### config.mk
export PLATFORM = sky130hd
export DESIGN_NAME = coco3_ps2_matrix
export DESIGN_NICKNAME = d
export VERILOG_FILES = /design/src/rtl/coco3_kbd_pkg.sv /design/src/rtl/coco3_row_mux.sv /design/src/rtl/coco3_ps2_matrix.sv
export SDC_FILE = /design/constraint.sdc
export NUM_CORES = 1
export LEC_CHECK = 0
export CORE_UTILIZATION = 38
export DETAILED_ROUTE_END_ITERATION = 10
export PLACE_DENSITY = 0.67
export SLEW_MARGIN = 15
export SYNTH_ARGS = -nofsm -noshare
export SYNTH_HDL_FRONTEND = slang
export SYNTH_SLANG_ARGS = --single-unit
export TNS_END_PERCENT = 100
### constraint.sdc
create_clock -name clk_sys -period 4.6 [get_ports clk_sys]
set_clock_uncertainty 0.1 [all_clocks]
set_input_delay 1.38 -clock clk_sys [delete_from_list [all_inputs] [get_ports clk_sys]]
set_output_delay 1.38 -clock clk_sys [all_outputs]
set_load 0.1 [all_outputs]
### src/rtl/coco3_kbd_pkg.sv
// Purpose : shared CoCo3 keyboard types, matrix positions and PS/2 set-2 lookup.
// Latency : n/a (types and a combinational lookup function only).
// Backpr. : n/a.
// Contents: ROWS/COLS, key_pos_t, KP_* named positions, ps2_to_pos(), pos_idx().
package coco3_kbd_pkg;

  localparam int ROWS = 7;
  localparam int COLS = 8;

  typedef struct packed {
    logic       hit;
    logic [2:0] row;
    logic [2:0] col;
  } key_pos_t;

  localparam key_pos_t KP_NONE  = '{hit: 1'b0, row: 3'd0, col: 3'd0};
  localparam key_pos_t KP_UP    = '{hit: 1'b1, row: 3'd3, col: 3'd3};
  localparam key_pos_t KP_DOWN  = '{hit: 1'b1, row: 3'd3, col: 3'd4};
  localparam key_pos_t KP_LEFT  = '{hit: 1'b1, row: 3'd3, col: 3'd5};
  localparam key_pos_t KP_RIGHT = '{hit: 1'b1, row: 3'd3, col: 3'd6};
  localparam key_pos_t KP_ENTER = '{hit: 1'b1, row: 3'd6, col: 3'd0};
  localparam key_pos_t KP_CLEAR = '{hit: 1'b1, row: 3'd6, col: 3'd1};
  localparam key_pos_t KP_BREAK = '{hit: 1'b1, row: 3'd6, col: 3'd2};
  localparam key_pos_t KP_ALT   = '{hit: 1'b1, row: 3'd6, col: 3'd3};
  localparam key_pos_t KP_CTRL  = '{hit: 1'b1, row: 3'd6, col: 3'd4};
  localparam key_pos_t KP_F1    = '{hit: 1'b1, row: 3'd6, col: 3'd5};
  localparam key_pos_t KP_F2    = '{hit: 1'b1, row: 3'd6, col: 3'd6};
  localparam key_pos_t KP_SHIFT = '{hit: 1'b1, row: 3'd6, col: 3'd7};

  // Matrix bit index row*8+col is simply the concatenation {row, col}.
  function automatic logic [5:0] pos_idx(input key_pos_t p);
    return {p.row, p.col};
  endfunction

  function automatic key_pos_t kp(input int r, input int c);
    key_pos_t p;
    p.hit = 1'b1;
    p.row = 3'(r);
    p.col = 3'(c);
    return p;
  endfunction

  function automatic key_pos_t ps2_to_pos(input logic ext, input logic [7:0] code);
    key_pos_t p;
    p = KP_NONE;
    if (!ext) begin
      case (code)
        8'h54: p = kp(0, 0);  8'h1C: p = kp(0, 1);  8'h32: p = kp(0, 2);  8'h21: p = kp(0, 3);
        8'h23: p = kp(0, 4);  8'h24: p = kp(0, 5);  8'h2B: p = kp(0, 6);  8'h34: p = kp(0, 7);
        8'h33: p = kp(1, 0);  8'h43: p = kp(1, 1);  8'h3B: p = kp(1, 2);  8'h42: p = kp(1, 3);
        8'h4B: p = kp(1, 4);  8'h3A: p = kp(1, 5);  8'h31: p = kp(1, 6);  8'h44: p = kp(1, 7);
        8'h4D: p = kp(2, 0);  8'h15: p = kp(2, 1);  8'h2D: p = kp(2, 2);  8'h1B: p = kp(2, 3);
        8'h2C: p = kp(2, 4);  8'h3C: p = kp(2, 5);  8'h2A: p = kp(2, 6);  8'h1D: p = kp(2, 7);
        8'h22: p = kp(3, 0);  8'h35: p = kp(3, 1);  8'h1A: p = kp(3, 2);  8'h29: p = kp(3, 7);
        8'h45: p = kp(4, 0);  8'h16: p = kp(4, 1);  8'h1E: p = kp(4, 2);  8'h26: p = kp(4, 3);
        8'h25: p = kp(4, 4);  8'h2E: p = kp(4, 5);  8'h36: p = kp(4, 6);  8'h3D: p = kp(4, 7);
        8'h3E: p = kp(5, 0);  8'h46: p = kp(5, 1);  8'h52: p = kp(5, 2);  8'h4C: p = kp(5, 3);
        8'h41: p = kp(5, 4);  8'h4E: p = kp(5, 5);  8'h49: p = kp(5, 6);  8'h4A: p = kp(5, 7);
        8'h5A: p = KP_ENTER;
        8'h76: p = KP_BREAK;
        8'h66: p = KP_LEFT;   // Backspace doubles as cursor-left, as on the real machine
        8'h05: p = KP_F1;
        8'h06: p = KP_F2;
        8'h11: p = KP_ALT;
        8'h14: p = KP_CTRL;
        8'h12, 8'h59: p = KP_SHIFT;
        default: p = KP_NONE;
      endcase
    end else begin
      case (code)
        8'h75: p = KP_UP;
        8'h72: p = KP_DOWN;
        8'h6B: p = KP_LEFT;
        8'h74: p = KP_RIGHT;
        8'h5A: p = KP_ENTER;
        8'h6C: p = KP_CLEAR;
        8'h11: p = KP_ALT;
        8'h14: p = KP_CTRL;
        default: p = KP_NONE;  // includes E0 71 (Del): never enters the matrix
      endcase
    end
    return p;
  endfunction

endpackage

### src/rtl/coco3_row_mux.sv
// Purpose : reduces the key matrix against active-low column strobes to active-low row returns.
// Latency : 1 cycle from matrix or col_strobe_n change to row_n.
// Backpr. : none; purely follows its inputs every cycle.
// Ports   : clk_sys, reset (sync, high) | matrix[ROWS*COLS], col_strobe_n[COLS] in | row_n[ROWS] out.
module coco3_row_mux #(
  parameter int ROWS = 7,
  parameter int COLS = 8
) (
  input  logic                 clk_sys,
  input  logic                 reset,
  input  logic [ROWS*COLS-1:0] matrix,
  input  logic [COLS-1:0]      col_strobe_n,
  output logic [ROWS-1:0]      row_n
);

  logic [ROWS-1:0] row_d;

  // A row reads low when any pressed key in it sits on a column being driven low.
  always_comb begin
    row_d = '1;
    for (int r = 0; r < ROWS; r++) begin
      row_d[r] = ~(|(matrix[r*COLS +: COLS] & ~col_strobe_n));
    end
  end

  always_ff @(posedge clk_sys) begin
    if (reset) row_n <= '1;
    else       row_n <= row_d;
  end

endmodule

### src/rtl/coco3_ps2_matrix.sv
// Purpose : converts MiSTer ps2_key events into the CoCo3 8x7 keyboard matrix plus Ctrl+Alt+Del request.
// Latency : event -> matrix/kbd_reset_req 2 cycles, event -> row_n 3 cycles; fully pipelined.
// Backpr. : none; one event per cycle is accepted, clear_keys/reset drop any in-flight event.
// Ports   : clk_sys, reset, clear_keys, ps2_key[11], col_strobe_n[8] in | row_n[7], matrix[56], kbd_reset_req out.
module coco3_ps2_matrix
  import coco3_kbd_pkg::*;
#(
  parameter bit DEBOUNCE_EN = 1'b0
) (
  input  logic                 clk_sys,
  input  logic                 reset,
  input  logic [10:0]          ps2_key,
  input  logic [COLS-1:0]      col_strobe_n,
  output logic [ROWS-1:0]      row_n,
  output logic [ROWS*COLS-1:0] matrix,
  output logic                 kbd_reset_req,
  input  logic                 clear_keys
);

  logic       tog_q;
  logic       ev;
  logic       dup;
  logic       last_vld;
  logic [9:0] last_key;

  logic       s1_vld;
  logic       s1_pressed;
  logic       s1_ext;
  logic [7:0] s1_code;

  logic [ROWS*COLS-1:0] matrix_q, matrix_d;
  logic lshift_q, rshift_q, lctrl_q, rctrl_q, lalt_q, ralt_q;
  logic lshift_d, rshift_d, lctrl_d, rctrl_d, lalt_d, ralt_d;
  logic req_d;
  key_pos_t pos;
  logic [5:0] idx;

  // ---------------- Stage 1: event detect and capture ----------------
  assign ev  = ps2_key[10] ^ tog_q;
  // Unmapped codes also update last_key, so they break a repeat sequence.
  assign dup = DEBOUNCE_EN && last_vld && (last_key == ps2_key[9:0]);

  always_ff @(posedge clk_sys) begin
    // Tracking the toggle unconditionally means reset/clear resync it for free.
    tog_q      <= ps2_key[10];
    s1_pressed <= ps2_key[9];
    s1_ext     <= ps2_key[8];
    s1_code    <= ps2_key[7:0];
    if (reset || clear_keys) begin
      s1_vld   <= 1'b0;
      last_vld <= 1'b0;
      last_key <= '0;
    end else begin
      s1_vld <= ev && !dup;
      if (ev) begin
        last_vld <= 1'b1;
        last_key <= ps2_key[9:0];
      end
    end
  end

  // ---------------- Stage 2: lookup and matrix update ----------------
  always_comb begin
    matrix_d = matrix_q;
    lshift_d = lshift_q;
    rshift_d = rshift_q;
    lctrl_d  = lctrl_q;
    rctrl_d  = rctrl_q;
    lalt_d   = lalt_q;
    ralt_d   = ralt_q;
    req_d    = 1'b0;
    pos      = ps2_to_pos(s1_ext, s1_code);
    idx      = pos_idx(pos);

    if (s1_vld && pos.hit) begin
      if (pos == KP_SHIFT) begin
        if (s1_code == 8'h12) lshift_d = s1_pressed;
        else                  rshift_d = s1_pressed;
      end else if (pos == KP_CTRL) begin
        if (s1_ext) rctrl_d = s1_pressed;
        else        lctrl_d = s1_pressed;
      end else if (pos == KP_ALT) begin
        if (s1_ext) ralt_d = s1_pressed;
        else        lalt_d = s1_pressed;
      end else begin
        matrix_d[idx] = s1_pressed;
      end
    end

    // Del is judged against the modifiers already held, not ones arriving with it.
    if (s1_vld && s1_pressed && s1_ext && (s1_code == 8'h71) &&
        (lctrl_q || rctrl_q) && (lalt_q || ralt_q)) begin
      req_d = 1'b1;
    end

    // Modifier keys show as pressed while either physical key is down.
    matrix_d[pos_idx(KP_SHIFT)] = lshift_d || rshift_d;
    matrix_d[pos_idx(KP_CTRL)]  = lctrl_d  || rctrl_d;
    matrix_d[pos_idx(KP_ALT)]   = lalt_d   || ralt_d;
  end

  always_ff @(posedge clk_sys) begin
    if (reset || clear_keys) begin
      matrix_q      <= '0;
      lshift_q      <= 1'b0;
      rshift_q      <= 1'b0;
      lctrl_q       <= 1'b0;
      rctrl_q       <= 1'b0;
      lalt_q        <= 1'b0;
      ralt_q        <= 1'b0;
      kbd_reset_req <= 1'b0;
    end else begin
      matrix_q      <= matrix_d;
      lshift_q      <= lshift_d;
      rshift_q      <= rshift_d;
      lctrl_q       <= lctrl_d;
      rctrl_q       <= rctrl_d;
      lalt_q        <= lalt_d;
      ralt_q        <= ralt_d;
      kbd_reset_req <= req_d;
    end
  end

  assign matrix = matrix_q;

  // ---------------- Stage 3: row return ----------------
  coco3_row_mux #(
    .ROWS(ROWS),
    .COLS(COLS)
  ) u_row_mux (
    .clk_sys      (clk_sys),
    .reset        (reset),
    .matrix       (matrix_q),
    .col_strobe_n (col_strobe_n),
    .row_n        (row_n)
  );

endmodule

==> out/metrics.csv <==
metric;value;unit
worstSetupEndpointType;register;
fin_ws;869;ps
dpl_worst_slack;536;ps
drive_above_1_share;6.09;%
min_from;matrix[6]$_SDFFE_PP0P_;
cts.reportedPaths.clkPinSlew;60;ps
die_area;0.0134;sq mm
synth_top_family_by_area;compound AO/OA/AOI/OAI gates;
track_usage;22.0;%
avgViaCountPerCell;5.64;
worstSkewPairLatency;340;ps
post_cts_resized;0;
drv_slew;0;
synth-compound-area-share;25.7;%
rsz0062_at_grt;false;
die_x;116;um
final_common_cell;dfxtp_1;
min_path_type;register to register;
grtUsageMet2;34.6;%
fillers;1242;
crit_type;input pin to register;
grt_use_met3;4.18;%
routed_wirelength;14400;um
r2r_slack;1490;ps
netlist-cell-type-count;68;
dr.pass1.iters;9;
finalPower;1690;uW
hold_viol;0;
routedWlPerCell;17.0;um
ant_nets;0;
numCtsBuffers;9;
synth_edf_count;0;
grt_max_degree;64;
cts_buffer_depth;2;
synth-simple-area-share;18.8;%
dieHeight;116;um
clockRootBuffer;clkbuf_16;
dpl.hpwl;10200;um
largest_reg_flops;56;
grt_overflow;0;
failed_checks;DRC;
timing.rr.start;s1_ext$_DFF_P_;
grt-busiest-layer;met2;
htree_num_levels;3;
setup_viol;0;
synth_warnings;0;
synth.area.mux_share;8.82;%
via_count;4766;
synth_xor_xnor_area_share;0.178;%
p_per_area;275;mW/mm^2
maxCapViolations;0;
antenna_found_initial;0;
crit_required;4760;ps
nets;696;
p_leak;0.00215;uW
period_needed;3730;ps
rows;41;
avgSynthCellArea;8.06;sq um
fin_crit_sh;81.1;%
worstRegToRegCells;6;
cp-startpoint;ps2_key[0];
grt_pass1_wl;22500;um
synth_seq_cells;89;
status;finished with violations;
setup_tns;0;ps
areaGrowthSynthToFinish;25.2;%
cp_max_fo;11;
globalRouteMet1Util;29.4;%
timing.slew.headroom;33.8;%
initial_utilization;38.9;%
cts_setup_buffers;0;
crit_path_start_kind;input pin;
drc_errors;2;
r2r-end;matrix[55]$_SDFF_PP0_;
clock.fmax;268;MHz
netlist_area;0.00491;sq mm
peakVddDrop;0.000180;V
cts_tree;done;
ys_seq_area_share;36.3;%
critPathArrivalTime;3890;ps
core;0.0126;sq mm
synth_ff_type;dfxtp_1;
drt_iter0_drc;326;
worst_pin_slew;990;ps
grt_pass1_vias;4310;
port_buffers;85;
syn-instance-count;609;
cts.sinks;89;
hold_ws;381;ps
synth-async-reset-ratio;0;%
place_congestion;0.860;
hold_buffers;0;
ios;86;
final_cell_mix;dfxtp_1, nand2_1, clkdlybuf4s50_1;
n_antenna_cell;0;
syn_nets;637;
synth_fa_ha_area_share;1.53;%
==> synthesized netlist by cell type, types with 2 or more instances <==
| master | number | area, sq um |
|---|---|---|
| a211oi_1 | 6 | 45.0 |
| nand3_1 | 15 | 75.1 |
| clkbuf_1 | 31 | 116 |
| dfxtp_1 | 89 | 1780 |
| mux2_2 | 4 | 45.0 |
| or3_1 | 2 | 12.5 |
| o211ai_1 | 27 | 203 |
| o41ai_1 | 12 | 105 |
| mux4_2 | 3 | 67.6 |
| nand2_1 | 85 | 319 |
| o22ai_1 | 29 | 181 |
| a31oi_1 | 7 | 43.8 |
| mux2i_1 | 32 | 320 |
| buf_2 | 7 | 35.0 |
| a21oi_1 | 27 | 135 |
| nor2b_1 | 11 | 68.8 |
| o21ai_0 | 18 | 90.1 |
| nor3_1 | 8 | 40.0 |
| buf_1 | 5 | 18.8 |
| inv_1 | 64 | 240 |
| ha_1 | 6 | 75.1 |
| a22oi_1 | 2 | 15.0 |
| and3b_1 | 2 | 17.5 |
| o2111ai_1 | 3 | 26.3 |
| a211o_1 | 3 | 26.3 |
| or4_1 | 2 | 15.0 |
| nor2_1 | 24 | 90.1 |
| a221oi_1 | 3 | 26.3 |
| o311ai_0 | 3 | 26.3 |
| nand4_1 | 4 | 25.0 |
| o31ai_1 | 25 | 188 |
| nand2b_1 | 12 | 75.1 |
| nor3b_1 | 3 | 22.5 |
==> through the flow <==
stage | instance area [sq um] | cells | util [%]
finish | 6140 | 845 | 48.7
global route | 6140 | 845 | 48.7
CTS | 6140 | 845 | 48.7
detailed placement | 5850 | 829 | 46.4
global placement | 5850 | 829 | 46.4
floorplan | 4910 | 609 | -
==> how the worst min path moves through the flow <==
stage	to	slack [ps]	cells past startpoint
final	matrix[6]$_SDFFE_PP0P_	380	2
after global routing	matrix[15]$_SDFFE_PP0P_	410	2
after CTS	matrix[6]$_SDFFE_PP0P_	380	2
after detailed placement	matrix[6]$_SDFFE_PP0P_	370	2
after global placement	rshift_q$_SDFF_PP0_	360	2
after floorplan	rshift_q$_SDFF_PP0_	350	2
==> cell type report <==
type	instances	area [sq um]	area share [%]
Multi-Input combinational cell	411	2710	44.1
Sequential cell	89	1780	29.0
Timing Repair Buffer	92	903	14.7
Clock buffer	11	253	4.11
Inverter	65	244	3.97
Tap cell	172	215	3.50
Clock inverter	5	37.5	0.611
==> logic make-up (layout without fill, tap and decap cells) <==
family,Yosys count,after routing
muxes,39,39
AOI/OAI and AO/OA,181,181
adders and majority gates,6,6
buffers and inverters,109,173
DFF,89,89
and+or+nand+nor,184,184
xor gates and xnor gates,1,1
==> worst max-delay path: stages <==
cell and delay (ps):
clkdlybuf4s50_1 730, inv_1 210, ha_1 470, nand2_1 110, a21oi_1 310, a21oi_1 70
mux4_2 480, o21ai_0 140
==> per-layer routing <==
metal | share of wire [%] | vias to the layer above | wire length [um]
li1 | - | 2316 | -
met1 | 46 | 2260 | 6550
met2 | 46 | 160 | 6680
met3 | 5.2 | 30 | 754
met4 | 2.7 | 0 | 395
met5 | 0 | - | 0
==> where the power goes <==
| group | internal [uW] | leakage [uW] | switching [uW] | total [uW] |
|---|---|---|---|---|
| sequential | 783 | 0.000724 | 14.9 | 797 |
| clock | 399 | 0.000139 | 316 | 715 |
| combinational | 66.0 | 0.00129 | 113 | 179 |
| total | 1250 | 0.00215 | 444 | 1690 |
Power figures use the tool's default switching activity.
